[src/rtl/serv_rf_pkg.sv]
// Shared definitions for the bit-serial register-file RAM controller.
package serv_rf_pkg;

  typedef enum logic [1:0] {
    ST_IDLE   = 2'd0,
    ST_PRE    = 2'd1,
    ST_STREAM = 2'd2,
    ST_FLUSH  = 2'd3
  } rf_ctrl_state_t;

  localparam int GPR_NUM  = 32;
  localparam int CSR_BASE = 32;

  // CSR offsets relative to CSR_BASE
  localparam int MSCRATCH = 0;
  localparam int MTVEC    = 1;
  localparam int MEPC     = 2;
  localparam int MTVAL    = 3;
  localparam int DPC      = 5;

endpackage

[src/rtl/serv_rf_ser2par.sv]
// Serial-to-parallel write collector: gathers W serial bits LSB first and
// parks each completed word in a holding register until the RAM slot comes.
module serv_rf_ser2par #(
  parameter int W = 8
) (
  input  logic         clk,
  input  logic         rst_n,
  input  logic         shift_en,
  input  logic         latch,
  input  logic         din,
  output logic [W-1:0] word
);

  logic [W-1:0] sr;
  logic [W-1:0] sr_next;

  assign sr_next = {din, sr[W-1:1]};

  // Shift new bits in at the MSB; latch the finished word on the last phase
  always_ff @(posedge clk or negedge rst_n) begin
    if (!rst_n) begin
      sr   <= '0;
      word <= '0;
    end else begin
      if (shift_en) sr <= sr_next;
      if (latch) word <= sr_next;
    end
  end

endmodule

[src/rtl/serv_rf_ram_ctrl.sv]
// Register-file RAM controller: converts two serial read ports and two serial
// write ports to/from a single-port W-bit RAM, one RAM access per cycle.
module serv_rf_ram_ctrl
  import serv_rf_pkg::*;
#(
  parameter  int W        = 8,
  parameter  int CSR_REGS = 8,
  localparam int WPR      = 32 / W,
  localparam int RW       = $clog2(32 + CSR_REGS),
  localparam int AW       = RW + $clog2(WPR)
) (
  input  logic          i_clk,
  input  logic          i_rst_n,
  input  logic          i_rreq,
  input  logic [RW-1:0] i_rreg0,
  input  logic [RW-1:0] i_rreg1,
  output logic          o_ready,
  output logic          o_rdata0,
  output logic          o_rdata1,
  input  logic [RW-1:0] i_wreg0,
  input  logic [RW-1:0] i_wreg1,
  input  logic          i_wen0,
  input  logic          i_wen1,
  input  logic          i_wdata0,
  input  logic          i_wdata1,
  output logic [AW-1:0] o_ram_addr,
  output logic          o_ram_wen,
  output logic          o_ram_ren,
  output logic [W-1:0]  o_ram_wdata,
  input  logic [W-1:0]  i_ram_rdata
);

  localparam int WB = $clog2(WPR);
  localparam int PB = $clog2(W);

  rf_ctrl_state_t state;
  logic [1:0]     sub;
  logic [4:0]     cnt;
  logic [RW-1:0]  rreg0, rreg1, wreg0, wreg1;
  logic           wen0, wen1;
  logic [W-1:0]   rsh0, rsh1, rbuf0, rbuf1;
  logic           pend0, pend1;
  logic           rd0_slot, rd1_slot;
  logic [W-1:0]   hold0, hold1;
  logic [4:0]     phase, win;
  logic           last_win, phase_end, streaming, wen0_eff;

  assign phase     = cnt & 5'(W - 1);
  assign win       = cnt >> PB;
  assign last_win  = (win == 5'(WPR - 1));
  assign phase_end = (phase == 5'(W - 1));
  assign streaming = (state == ST_STREAM);
  // x0 is hard-wired to zero, so port 0 never commits to it
  assign wen0_eff  = wen0 && (wreg0 != '0);

  assign o_ready  = (state == ST_PRE) && (sub == 2'd2);
  assign o_rdata0 = rsh0[0];
  assign o_rdata1 = rsh1[0];

  function automatic logic [AW-1:0] ram_addr(input logic [RW-1:0] r, input logic [4:0] w);
    return (AW'(r) << WB) | AW'(w);
  endfunction

  // Slot arbiter: at most one RAM access per cycle, reads and writes exclusive
  always_comb begin
    o_ram_ren   = 1'b0;
    o_ram_wen   = 1'b0;
    o_ram_addr  = '0;
    o_ram_wdata = '0;
    rd0_slot    = 1'b0;
    rd1_slot    = 1'b0;
    case (state)
      ST_PRE: begin
        if (sub == 2'd0) begin
          o_ram_ren  = 1'b1;
          o_ram_addr = ram_addr(rreg0, 5'd0);
          rd0_slot   = 1'b1;
        end else if (sub == 2'd1) begin
          o_ram_ren  = 1'b1;
          o_ram_addr = ram_addr(rreg1, 5'd0);
          rd1_slot   = 1'b1;
        end
      end
      ST_STREAM: begin
        if (phase == 5'd0 && !last_win) begin
          o_ram_ren  = 1'b1;
          o_ram_addr = ram_addr(rreg0, win + 5'd1);
          rd0_slot   = 1'b1;
        end else if (phase == 5'd1 && !last_win) begin
          o_ram_ren  = 1'b1;
          o_ram_addr = ram_addr(rreg1, win + 5'd1);
          rd1_slot   = 1'b1;
        end else if (phase == 5'd2 && win != 5'd0 && wen0_eff) begin
          o_ram_wen   = 1'b1;
          o_ram_addr  = ram_addr(wreg0, win - 5'd1);
          o_ram_wdata = hold0;
        end else if (phase == 5'd3 && win != 5'd0 && wen1) begin
          o_ram_wen   = 1'b1;
          o_ram_addr  = ram_addr(wreg1, win - 5'd1);
          o_ram_wdata = hold1;
        end
      end
      ST_FLUSH: begin
        if (sub == 2'd2 && wen0_eff) begin
          o_ram_wen   = 1'b1;
          o_ram_addr  = ram_addr(wreg0, 5'(WPR - 1));
          o_ram_wdata = hold0;
        end else if (sub == 2'd3 && wen1) begin
          o_ram_wen   = 1'b1;
          o_ram_addr  = ram_addr(wreg1, 5'(WPR - 1));
          o_ram_wdata = hold1;
        end
      end
      default: ;
    endcase
  end

  // Transaction sequencer; register indices and enables frozen at request
  always_ff @(posedge i_clk or negedge i_rst_n) begin
    if (!i_rst_n) begin
      state <= ST_IDLE;
      sub   <= 2'd0;
      cnt   <= 5'd0;
      rreg0 <= '0;
      rreg1 <= '0;
      wreg0 <= '0;
      wreg1 <= '0;
      wen0  <= 1'b0;
      wen1  <= 1'b0;
    end else begin
      case (state)
        ST_IDLE: begin
          if (i_rreq) begin
            state <= ST_PRE;
            sub   <= 2'd0;
            rreg0 <= i_rreg0;
            rreg1 <= i_rreg1;
            wreg0 <= i_wreg0;
            wreg1 <= i_wreg1;
            wen0  <= i_wen0;
            wen1  <= i_wen1;
          end
        end
        ST_PRE: begin
          if (sub == 2'd2) begin
            state <= ST_STREAM;
            sub   <= 2'd0;
            cnt   <= 5'd0;
          end else begin
            sub <= sub + 2'd1;
          end
        end
        ST_STREAM: begin
          if (cnt == 5'd31) begin
            state <= ST_FLUSH;
            cnt   <= 5'd0;
            sub   <= 2'd0;
          end else begin
            cnt <= cnt + 5'd1;
          end
        end
        default: begin
          if (sub == 2'd3) begin
            state <= ST_IDLE;
            sub   <= 2'd0;
          end else begin
            sub <= sub + 2'd1;
          end
        end
      endcase
    end
  end

  // Read path: capture RAM data one cycle after each read slot, then feed
  // the shift registers at the end of each window (nothing after the last)
  always_ff @(posedge i_clk or negedge i_rst_n) begin
    if (!i_rst_n) begin
      pend0 <= 1'b0;
      pend1 <= 1'b0;
      rbuf0 <= '0;
      rbuf1 <= '0;
      rsh0  <= '0;
      rsh1  <= '0;
    end else begin
      pend0 <= rd0_slot;
      pend1 <= rd1_slot;
      if (pend0) rbuf0 <= i_ram_rdata;
      if (pend1) rbuf1 <= i_ram_rdata;
      if (o_ready) begin
        rsh0 <= rbuf0;
        rsh1 <= i_ram_rdata;
      end else if (streaming) begin
        if (phase_end && !last_win) begin
          rsh0 <= rbuf0;
          rsh1 <= rbuf1;
        end else begin
          rsh0 <= {1'b0, rsh0[W-1:1]};
          rsh1 <= {1'b0, rsh1[W-1:1]};
        end
      end
    end
  end

  serv_rf_ser2par #(.W(W)) u_wr0 (
    .clk      (i_clk),
    .rst_n    (i_rst_n),
    .shift_en (streaming),
    .latch    (streaming && phase_end),
    .din      (i_wdata0),
    .word     (hold0)
  );

  serv_rf_ser2par #(.W(W)) u_wr1 (
    .clk      (i_clk),
    .rst_n    (i_rst_n),
    .shift_en (streaming),
    .latch    (streaming && phase_end),
    .din      (i_wdata1),
    .word     (hold1)
  );

endmodule
[config.mk]
export PLATFORM = sky130hd
export DESIGN_NAME = serv_rf_ram_ctrl
export DESIGN_NICKNAME = d
export VERILOG_FILES = /design/src/rtl/serv_rf_pkg.sv /design/src/rtl/serv_rf_ser2par.sv /design/src/rtl/serv_rf_ram_ctrl.sv
export SDC_FILE = /design/constraint.sdc
export NUM_CORES = 1
export LEC_CHECK = 0
export ABC_AREA = 1
export BUFFER_PORTS_ARGS = -buffer_cell sky130_fd_sc_hd__buf_2
export CAP_MARGIN = 20
export CORE_MARGIN = 1.5
export CORE_UTILIZATION = 25
export CTS_CLUSTER_DIAMETER = 120
export CTS_CLUSTER_SIZE = 30
export DETAILED_ROUTE_END_ITERATION = 16
export PLACE_DENSITY = 0.4
export SLEW_MARGIN = 30
export SYNTH_ARGS = -nofsm -noshare
export SYNTH_HDL_FRONTEND = slang
export SYNTH_SLANG_ARGS = --single-unit
export TNS_END_PERCENT = 100
[constraint.sdc]
create_clock -name i_clk -period 2.35 [get_ports i_clk]
set_clock_uncertainty 0.2 [all_clocks]
set_input_delay 0.235 -clock i_clk [delete_from_list [all_inputs] [get_ports i_clk]]
set_output_delay 0.235 -clock i_clk [all_outputs]
set_load 0.1 [all_outputs]
After elaboration in Yosys (flattened, before gate mapping)
Cells that the tools add are included.
{"block": "totals", "mem_bits_ro": 0, "word_cells": 120, "ramBits": 0, "latchBits": 0, "memories": 0, "reg_bits": 101}
{"block": "classes", "n_addsub": 4, "n_mux": 53, "multipliers": 0, "reduce_logical": 25, "shifts": 0, "div": 0, "order_cmp": 0, "eq_ne": 15, "n_bitwise": 4}
{"op": "$mux W8", "n": 20}
{"op": "$or A8 B5 Y8", "n": 3}
{"op": "$pmux W8 S3", "n": 1}
{"op": "$mux W2", "n": 8}
{"op": "$pmux W8 S2", "n": 1}
{"op": "$mux W1", "n": 14}
{"op": "$logic_and A1 B1 Y1", "n": 12}
{"op": "$pmux W2 S3", "n": 2}
{"op": "$eq A2 B2 Y1 const B", "n": 5}
{"op": "$mux W5", "n": 2}
{"op": "$pmux W5 S2", "n": 1}
{"op": "$or A8 B3 Y8", "n": 1}
{"op": "$pmux W1 S2", "n": 4}
{"op": "$eq A3 B2 Y1 const B", "n": 2}
{"op": "$reduce_and A2 Y1", "n": 3}
{"op": "$reduce_bool A6 Y1", "n": 1}
{"op": "$add A5 B1 Y5 const B", "n": 1}
{"op": "$eq A5 B5 Y1 const B", "n": 1}
{"op": "$logic_not A5 Y1", "n": 1}
{"op": "$reduce_bool A5 Y1", "n": 1}
{"op": "$eq A2 B1 Y1 const B", "n": 2}
{"op": "$logic_not A2 Y1", "n": 2}
{"op": "$ne A2 B1 Y1 const B", "n": 2}
{"op": "$reduce_and A4 Y1", "n": 1}
{"op": "9 further kinds", "n": 10}

Longest topological paths before layout
Gate-level depths: netlist (run 1).
{"block": "depth", "depth_word": 8, "depth_mapped": 11, "mapped_depth_nobuf": 11}

Cells and area by module
Synthesis (run 1) repeated with hierarchy kept, for this count alone.
{"block": "hier_totals", "cells_unflattened": 633, "area_unflattened_um2": 5240.0}
{"mod": "serv_rf_ram_ctrl", "instances": 1, "cells_per_inst": 505, "area_each_um2": 4091.4}
{"mod": "serv_rf_ser2par", "instances": 2, "cells_per_inst": 64, "area_each_um2": 574.3}

Least setup slack after synthesis (run 1)
No wires, ideal clock.
{"block": "synth_timing", "path_kind": "register -> output", "start": "register sub[0]", "end": "output port o_ram_wdata[0]", "path_slack_ns": -0.876, "stages_incl_launch_ff": 9, "arrival_ns": 2.791, "path_cell_list": "dfrtp_1 inv_1 ha_1 buf_2 nand3_2 a21oi_1 inv_1 buf_4 o22ai_1"}
{"block": "synth_via", "elab_chain_len": 5, "word_cells_on_any_way": 7, "classes_between": "eq/ne: 2; mux: 3; reduce/logical: 2"}
{"item": "from (decl)", "line_no": "serv_rf_ram_ctrl.sv:37", "source": "logic [1:0] sub;"}
{"item": "from (signal assigned)", "line_no": "serv_rf_ram_ctrl.sv:150", "source": "sub <= sub + 2'd1;"}
{"item": "from (signal assigned)", "line_no": "serv_rf_ram_ctrl.sv:167", "source": "sub <= sub + 2'd1;"}
{"item": "$eq A2 B2 Y1", "line_no": "serv_rf_ram_ctrl.sv:108", "source": "end else if (sub == 2'd3 && wen1) begin"}
{"item": "$logic_and A1 B1 Y1", "line_no": "serv_rf_ram_ctrl.sv:108"}
{"item": "$mux W8", "line_no": "serv_rf_ram_ctrl.sv:108"}
{"item": "$mux W8 (*)", "line_no": "serv_rf_ram_ctrl.sv:104", "source": "if (sub == 2'd2 && wen0_eff) begin"}
{"item": "$pmux W8 S2 (*)", "line_no": "serv_rf_ram_ctrl.sv:72", "source": "case (state)"}
{"item": "to (decl)", "line_no": "serv_rf_ram_ctrl.sv:29", "source": "output logic [W-1:0] o_ram_wdata,"}
Mark *: on every way between the ends. The rest lies on a longest branch, timed or not.

Worst setup path after layout (run 1)
{"block": "layout_timing", "start": "register cnt[1]", "end": "output port o_ram_wdata[5]"}
{"block": "layout_via", "elab_chain_len": 8, "word_cells_on_any_way": 15, "classes_between": "eq/ne: 3; mux: 5; reduce/logical: 7"}
{"item": "from (decl)", "line_no": "serv_rf_ram_ctrl.sv:38", "source": "logic [4:0] cnt;"}
{"item": "from (signal assigned)", "line_no": "serv_rf_ram_ctrl.sv:159", "source": "cnt <= cnt + 5'd1;"}
{"item": "$eq A3 B2 Y1", "line_no": "serv_rf_ram_ctrl.sv:97", "source": "end else if (phase == 5'd3 && win != 5'd0 && wen1) begin"}
{"item": "$logic_and A1 B1 Y1 (2 in series)", "line_no": "serv_rf_ram_ctrl.sv:97"}
{"item": "$mux W8", "line_no": "serv_rf_ram_ctrl.sv:97"}
{"item": "$mux W8", "line_no": "serv_rf_ram_ctrl.sv:93", "source": "end else if (phase == 5'd2 && win != 5'd0 && wen0_eff) begin"}
{"item": "$mux W8", "line_no": "serv_rf_ram_ctrl.sv:89", "source": "end else if (phase == 5'd1 && !last_win) begin"}
{"item": "$mux W8 (*)", "line_no": "serv_rf_ram_ctrl.sv:85", "source": "if (phase == 5'd0 && !last_win) begin"}
{"item": "$pmux W8 S2 (*)", "line_no": "serv_rf_ram_ctrl.sv:72"}
Marked as above.

==> results of run 1 <==
[worst max-delay path, cell delays in order (launching register included)]
cell and delay (ps):
dfrtp_1 390, buf_6 120, ha_4 150, ha_4 120, nand3b_1 100, buf_4 160
nand2_4 60, nand3_4 80, buf_12 180, o22ai_4 190, buf_12 190
[flip-flops by register name (all words and copies together), names as in the netlist]
name / count
cnt: 5
pend0: 1
pend1: 1
rbuf0: 8
rbuf1: 8
rreg0: 6
rreg1: 6
rsh0: 8
rsh1: 8
state: 2
sub: 2
u_wr0.sr: 7
u_wr0.word: 8
u_wr1.sr: 7
u_wr1.word: 8
wen0: 1
wen1: 1
wreg0: 6
wreg1: 6
[stage by stage]
step	worst slack (ps)	instances	utilization (%)	area [sq um]
after floorplan	-267	607	-	5420
after global placement	52.7	934	31.5	6410
after detailed placement	-32.2	934	31.5	6410
after CTS	-186	998	36.2	7380
after global routing	-260	1004	37.2	7580
final	-191	1004	37.2	7580
[repair_timing]
action | CTS | global route
pin swaps | 16 | 10
hold endpoints to repair | 84 | 0
hold buffers | 37 | 0
buffers inserted | 11 | 6
endpoints found under the setup margin | 18 | 20
resized for setup | 45 | 42
[layout make-up]
| type | count | share of cell area, % |
|---|---|---|
| Timing Repair Buffer | 139 | 17.9 |
| Inverter | 80 | 4.06 |
| Sequential cell | 99 | 32.7 |
| Tap cell | 270 | 4.46 |
| Clock inverter | 7 | 1.60 |
| Multi-Input combinational cell | 400 | 36.2 |
| Clock buffer | 9 | 2.97 |
[cells in the final DEF (no fill, tap or decap), drive strengths merged]
master and n:
a31oi 2, o311ai 1, nor3 6, dlygate4sd3 37, nand3b 1, inv 82, nor2 37, o211ai 1
clkinv 2, o221ai 6, nand3 25, xor2 1, nand2 130, mux2i 1, o21ai 79, o31ai 1
mux2 25, clkbuf 9, dfrtp 99, ha 19, bufinv 3, a22oi 1, buf 102, a21oi 34
a32oi 6, o22ai 10, nand4 14
[cells by family (layout without fill, tap and decap cells)]
family	Yosys count	after routing	synth area share (%)
XOR/XNOR	1	1	0.168
flip-flops	99	99	47.4
buffers and inverters	108	235	8.69
AO/OA/AOI/OAI	141	141	15.4
AND/OR/NAND/NOR	213	213	18.2
adder cells (fa/ha/maj)	19	19	4.55
multiplexers	26	26	5.58
[worst max path at each step]
| stage | slack, ps | end |
|---|---|---|
| 4_1_cts | -190 | o_ram_addr[5] |
| 2_1_floorplan | -270 | o_ram_wdata[0] |
| 6_report | -190 | o_ram_wdata[5] |
| 5_1_grt | -260 | o_ram_wdata[5] |
| 3_3_place_gp | 50 | o_ram_wdata[0] |
| 3_5_place_dp | -30 | o_ram_wdata[6] |
[cells in the mapped netlist (2+ instances only)]
library cell    n
nor3_1          6
o221ai_1        6
mux2_2         25
inv_2           2
a21oi_1        29
buf_4           4
a31oi_1         2
buf_6           2
inv_1          77
nor2_1         35
o21ai_1         8
nand3_2         2
nand2_4         2
nand4_1        14
buf_2          13
o21ai_2         2
dfrtp_1        99
a32oi_1         6
ha_1           19
o21ai_0        69
nand3_4         2
a21oi_2         5
nand2_1       127
clkbuf_1        9
o22ai_1        10
nand3_1        21
[where the power goes]
group	switching (mW)	total [mW]	internal [mW]
Sequential	0.517	2.95	2.43
Clock	0.698	1.75	1.05
Combinational	2.91	4.74	1.83
[metal layers]
metal,track usage (%),share of wire [%],vias up
li1,-,-,2268
met1,17.3,46,2183
met5,0,0,-
met3,1.91,2.8,23
met2,22.8,49,82
met4,6.00,2.4,0
==> flow_metrics.py, run 1 <==
metrics = {
    "job": {
        "drv_cap": 0,
    },
    "final_layout": {
        "nNetsFinal": 787,
        "multiInputGateArea_sq_um": 2740,
        "final_layout_size_suffix_gt1_share_pct": 30.7,
        "fillers": 2042,
        "syn_to_final_growth_pct": 45.0,
        "antennaDiodeCount": 0,
        "register_area_sq_um": 2480,
    },
    "outcome": {
        "outcome": "finished with violations",
        "violations": "setup timing",
    },
    "synth": {
        "synth_cell_type_count": 37,
        "syn-num-nets": 665,
        "syn_area_sq_um": 5230,
        "yosys.area.top_type": "dfrtp_1",
        "async_reset_ff_share_pct": 100,
        "synth-main-ff-cell": "dfrtp_1",
        "yosys.area.top_type_share_pct": 47.4,
        "synth_edf_count": 0,
        "netlist_instances": 607,
        "ys_warn_count": 0,
        "seq_area_frac_synth_pct": 47.4,
        "avgSynthCellArea_sq_um": 8.61,
        "ys_top_cells_by_area": "dfrtp_1, nand2_1, o21ai_0, inv_1, mux2_2",
        "ys_ff_latch": 99,
    },
    "timing": {
        "slew_headroom_pct": 67.0,
        "tightest_slew_ps": 498,
        "tns_ps": -2500,
        "min_period_ps": 2540,
        "fin_ws_ps": -191,
        "final_max_slew_viol_count": 0,
        "setup_viol": 18,
        "fmax_mhz": 394,
        "hold_viol": 0,
        "worst_hold_slack_ps": 149,
        "grt_setup_unrepaired": "true",
        "min_period_over_period_pct": 108,
    },
    "die": {
        "die_w_um": 148,
        "num_io_pins": 60,
        "row_count": 52,
        "initial_utilization_pct": 25.7,
        "die_area_sq_um": 21800,
        "die_h_um": 148,
        "core_area_sq_um": 20400,
    },
    "worst_setup_path": {
        "r2r_start": "cnt[1]",
        "cp_max_fo": 9,
        "r2r_end": "state[1]",
        "cp-start-kind": "register",
        "worstPathRequired_ps": 1910,
        "cp-startpoint": "cnt[1]",
        "path_class": "register to output pin",
        "worstSetupEndpointType": "output pin",
        "cp.arrival_ps": 2110,
        "rrSetupSlack_ps": 170,
        "r2r_cells": 12,
    },
    "global_routing": {
        "grt_pass1_vias": 4581,
        "grt_pass1_wl_mm": 23.2,
        "antenna_found_initial": 0,
        "grt.total_usage_pct": 13.6,
        "grt_start_max_net_pins": 70,
        "overflow": 0,
    },
    "cts": {
        "clockBufferDepth": 2,
        "cts_tree": "yes",
        "root_buffer": "clkbuf_16",
        "clkTransAtPathRegs_ps": 70,
        "htreeDepth": 3,
        "cts_buffers": 9,
        "clock_sinks": 99,
        "clk_latency_ps": 350,
    },
    "routing": {
        "drt-initial-drc-count": 153,
        "drtPass1Iterations": 6,
        "wl_per_cell_um": 14.2,
        "totalWireLength_mm": 14.2,
        "vias_per_cell": 4.54,
        "drcViolationCount": 0,
        "vias": 4556,
        "ant_nets": 0,
    },
    "placement": {
        "gp_congestion": 0.892,
        "io_buffer_count": 59,
        "hpwlAfterDp_mm": 10.1,
    },
    "pwr": {
        "vdd_ir_drop_max_v": 0.00127,
        "finalPower_mw": 9.44,
        "p_leak_nw": 3.40,
        "power_density_nw_per_um2": 1250,
    },
    "hold_path": {
        "min_path_cells": 4,
        "hold_path.class": "primary input to register",
        "min_from": "i_rreq",
        "holdPathEnd": "sub[1]",
    },
}
Note: power is estimated with default switching activity, not from simulation.
==> inputs of run 2 (changes only) <==
Settings changed: ABC_AREA 1 to 0, CAP_MARGIN 20 to unset.
==> run 2 against run 1 <==
- the run still ends with setup timing left
- maximum frequency down 8.3%
- routed wire length down 9.0%
- register-to-register slack lost 30 ps
- non-clock buffer count rose by 12
- combinational power is 4% higher
- largest cell class unchanged
- highest routed layer unchanged
==> flow_metrics.py, run 2 <==
metrics = {
    "timing": {
        "min_period_ps": 2770,
        "min_period_over_period_pct": 118,
        "setup_viol": 18,
        "grt_setup_unrepaired": "true",
        "fin_ws_ps": -422,
        "slew_headroom_pct": 62.7,
        "tightest_slew_ps": 559,
        "worst_hold_slack_ps": 186,
        "tns_ps": -6600,
        "final_max_slew_viol_count": 0,
        "hold_viol": 0,
        "fmax_mhz": 361,
    },
    "pwr": {
        "finalPower_mw": 9.54,
        "power_density_nw_per_um2": 1280,
        "vdd_ir_drop_max_v": 0.00110,
        "p_leak_nw": 3.11,
    },
    "final_layout": {
        "stdcell_area_sq_um": 7460,
        "layout_common_cells": "dfrtp_1, mux2_2, buf_4",
        "post-route-util_pct": 38.2,
        "nNetsFinal": 618,
        "fillers": 1931,
        "register_area_sq_um": 2480,
        "final_common_cell": "dfrtp_1",
        "final_layout_size_suffix_gt1_share_pct": 46.7,
        "antennaDiodeCount": 0,
        "multiInputGateArea_sq_um": 2830,
        "syn_to_final_growth_pct": 49.1,
    },
    "die": {
        "die_h_um": 145,
        "initial_utilization_pct": 25.6,
        "row_count": 51,
        "die_w_um": 145,
        "die_area_sq_um": 20900,
        "num_io_pins": 60,
        "core_area_sq_um": 19500,
    },
    "worst_setup_path": {
        "cp-start-kind": "register",
        "cp.arrival_ps": 2340,
        "worstPathRequired_ps": 1910,
        "path_cells": "or4_4 -> o311ai_4 -> buf_6 -> buf_8 -> a311oi_4 -> o22ai_4 -> buf_12",
        "path_class": "register to output pin",
        "r2r_start": "cnt[0]",
        "slowest_stage": "or4_4",
        "cp-startpoint": "wreg0[3]",
        "slowest_delay_ps": 580,
        "cp_max_fo": 4,
        "rrSetupSlack_ps": 140,
        "r2r_cells": 9,
        "worstSetupEndpointType": "output pin",
        "r2r_end": "state[1]",
    },
    "routing": {
        "vias_per_cell": 4.60,
        "drtPass1Iterations": 4,
        "wl_met2_mm": 6.35,
        "vias": 3820,
        "wl_per_cell_um": 15.6,
        "drt-met1-wl_mm": 6.09,
        "drcViolationCount": 0,
        "topRoutingLayerUsed": "met4",
        "totalWireLength_mm": 12.9,
        "drt-initial-drc-count": 131,
        "wl_met3_um": 317,
        "ant_nets": 0,
    },
    "synth": {
        "yosys.area.top_type": "dfrtp_1",
        "yosys.area.top_type_share_pct": 49.5,
        "async_reset_ff_share_pct": 100,
        "syn_area_sq_um": 5010,
        "netlist_instances": 422,
        "ys_ff_latch": 99,
        "seq_area_frac_synth_pct": 49.5,
        "synth_edf_count": 0,
        "synth_common_cells": "dfrtp_1, mux2_2, nand2_1",
        "synth-main-ff-cell": "dfrtp_1",
        "ys_top_cells_by_area": "dfrtp_1, mux2_2, ha_1, mux2i_1, nand2_1",
        "synth_most_common_cell": "dfrtp_1",
        "ys_warn_count": 0,
        "syn-num-nets": 480,
        "avgSynthCellArea_sq_um": 11.9,
        "synth_cell_type_count": 46,
    },
    "outcome": {
        "outcome": "finished with violations",
        "violations": "setup timing",
    },
    "hold_path": {
        "min_path_cells": 5,
        "hold_path.class": "primary input to register",
        "min_from": "i_rreq",
        "holdPathEnd": "state[0]",
    },
    "job": {
        "drv_cap": 0,
    },
    "global_routing": {
        "grt_pass1_vias": 4010,
        "overflow": 0,
        "antenna_found_initial": 0,
        "grt_start_max_net_pins": 100,
        "grt.total_usage_pct": 13.5,
        "grt_pass1_wl_mm": 21.4,
    },
    "cts": {
        "root_buffer": "clkbuf_16",
        "cts_tree": "yes",
        "clk_latency_ps": 350,
        "htreeDepth": 3,
        "clockBufferDepth": 2,
        "cts_buffers": 9,
        "clkTransAtPathRegs_ps": 70,
        "clock_sinks": 99,
    },
    "placement": {
        "io_buffer_count": 59,
        "hpwlAfterDp_mm": 9.30,
        "dpl_cell_area_sq_um": 6450,
        "gp_congestion": 0.759,
    },
}
==> run 2: cell types whose count changed in the layout (fill, tap and decap cells not counted), moves of 14 or more <==
cell     change
nand2_1     -86
inv_1       -65
mux2_2      +47
o21ai_0     -43
a21oi_1     -20
nor2_1      -15
buf_4       +14
mux2i_1     +14
nand4_1     -14
==> run 2: critical path: cells and delay by family (launching register included) <==
kind                   cells  cell delay [ps]
AND/OR/NAND/NOR            1              580
AO/OA/AOI/OAI              3              540
buffers and inverters      3              490
flip-flops                 1              380
==> run 2: cells by family after synthesis <==
logic type	share of synthesized area, %
muxes	19.2
and+or+nand+nor	7.90
DFF	49.5
buffers and inverters	2.82
AOI/OAI and AO/OA	15.9
adders and majority gates	4.75
==> run 2: cell type report <==
class,instances,area share (%)
multi-input combinational,287,38.0
timing repair buffer,151,19.2
tap,265,4.44
clock buffer,9,3.02
sequential,99,33.2
inverter,12,0.604
clock inverter,7,1.56
==> run 2: layer usage <==
layer  GRT usage [%]  vias to the layer above
li1                -                     1846
met1            17.3                     1912
met2            22.8                       50
met3            2.38                       12
met4            4.78                        0
met5               0                        -
==> run 2: what timing repair did <==
item / 4_1_cts / 5_1_grt
gates resized for setup: 28 / 26
hold endpoints to repair: 153 / 0
buffers inserted: 7 / 4
endpoints found under the setup margin: 27 / 35
pin swaps: 17 / 19
hold buffers: 37 / 0
==> run 2: how the worst max path moves through the flow <==
stage / slack [ps] / to
2_1_floorplan: -250 / o_ram_addr[1]
3_3_place_gp: -140 / o_ram_addr[5]
3_5_place_dp: -150 / o_ram_addr[5]
4_1_cts: -480 / o_ram_addr[6]
5_1_grt: -510 / o_ram_addr[4]
6_report: -420 / o_ram_addr[4]
==> run 2: stage by stage <==
stage          setup slack (ps)  cells
2_1_floorplan              -252    422
3_3_place_gp               -144    769
3_5_place_dp               -149    769
4_1_cts                    -479    828
5_1_grt                    -511    830
6_report                   -422    830
==> run 2: power by group <==
part,internal [mW],switching [mW]
Sequential,2.39,0.553
Combinational,2.25,2.66
Clock,0.964,0.730
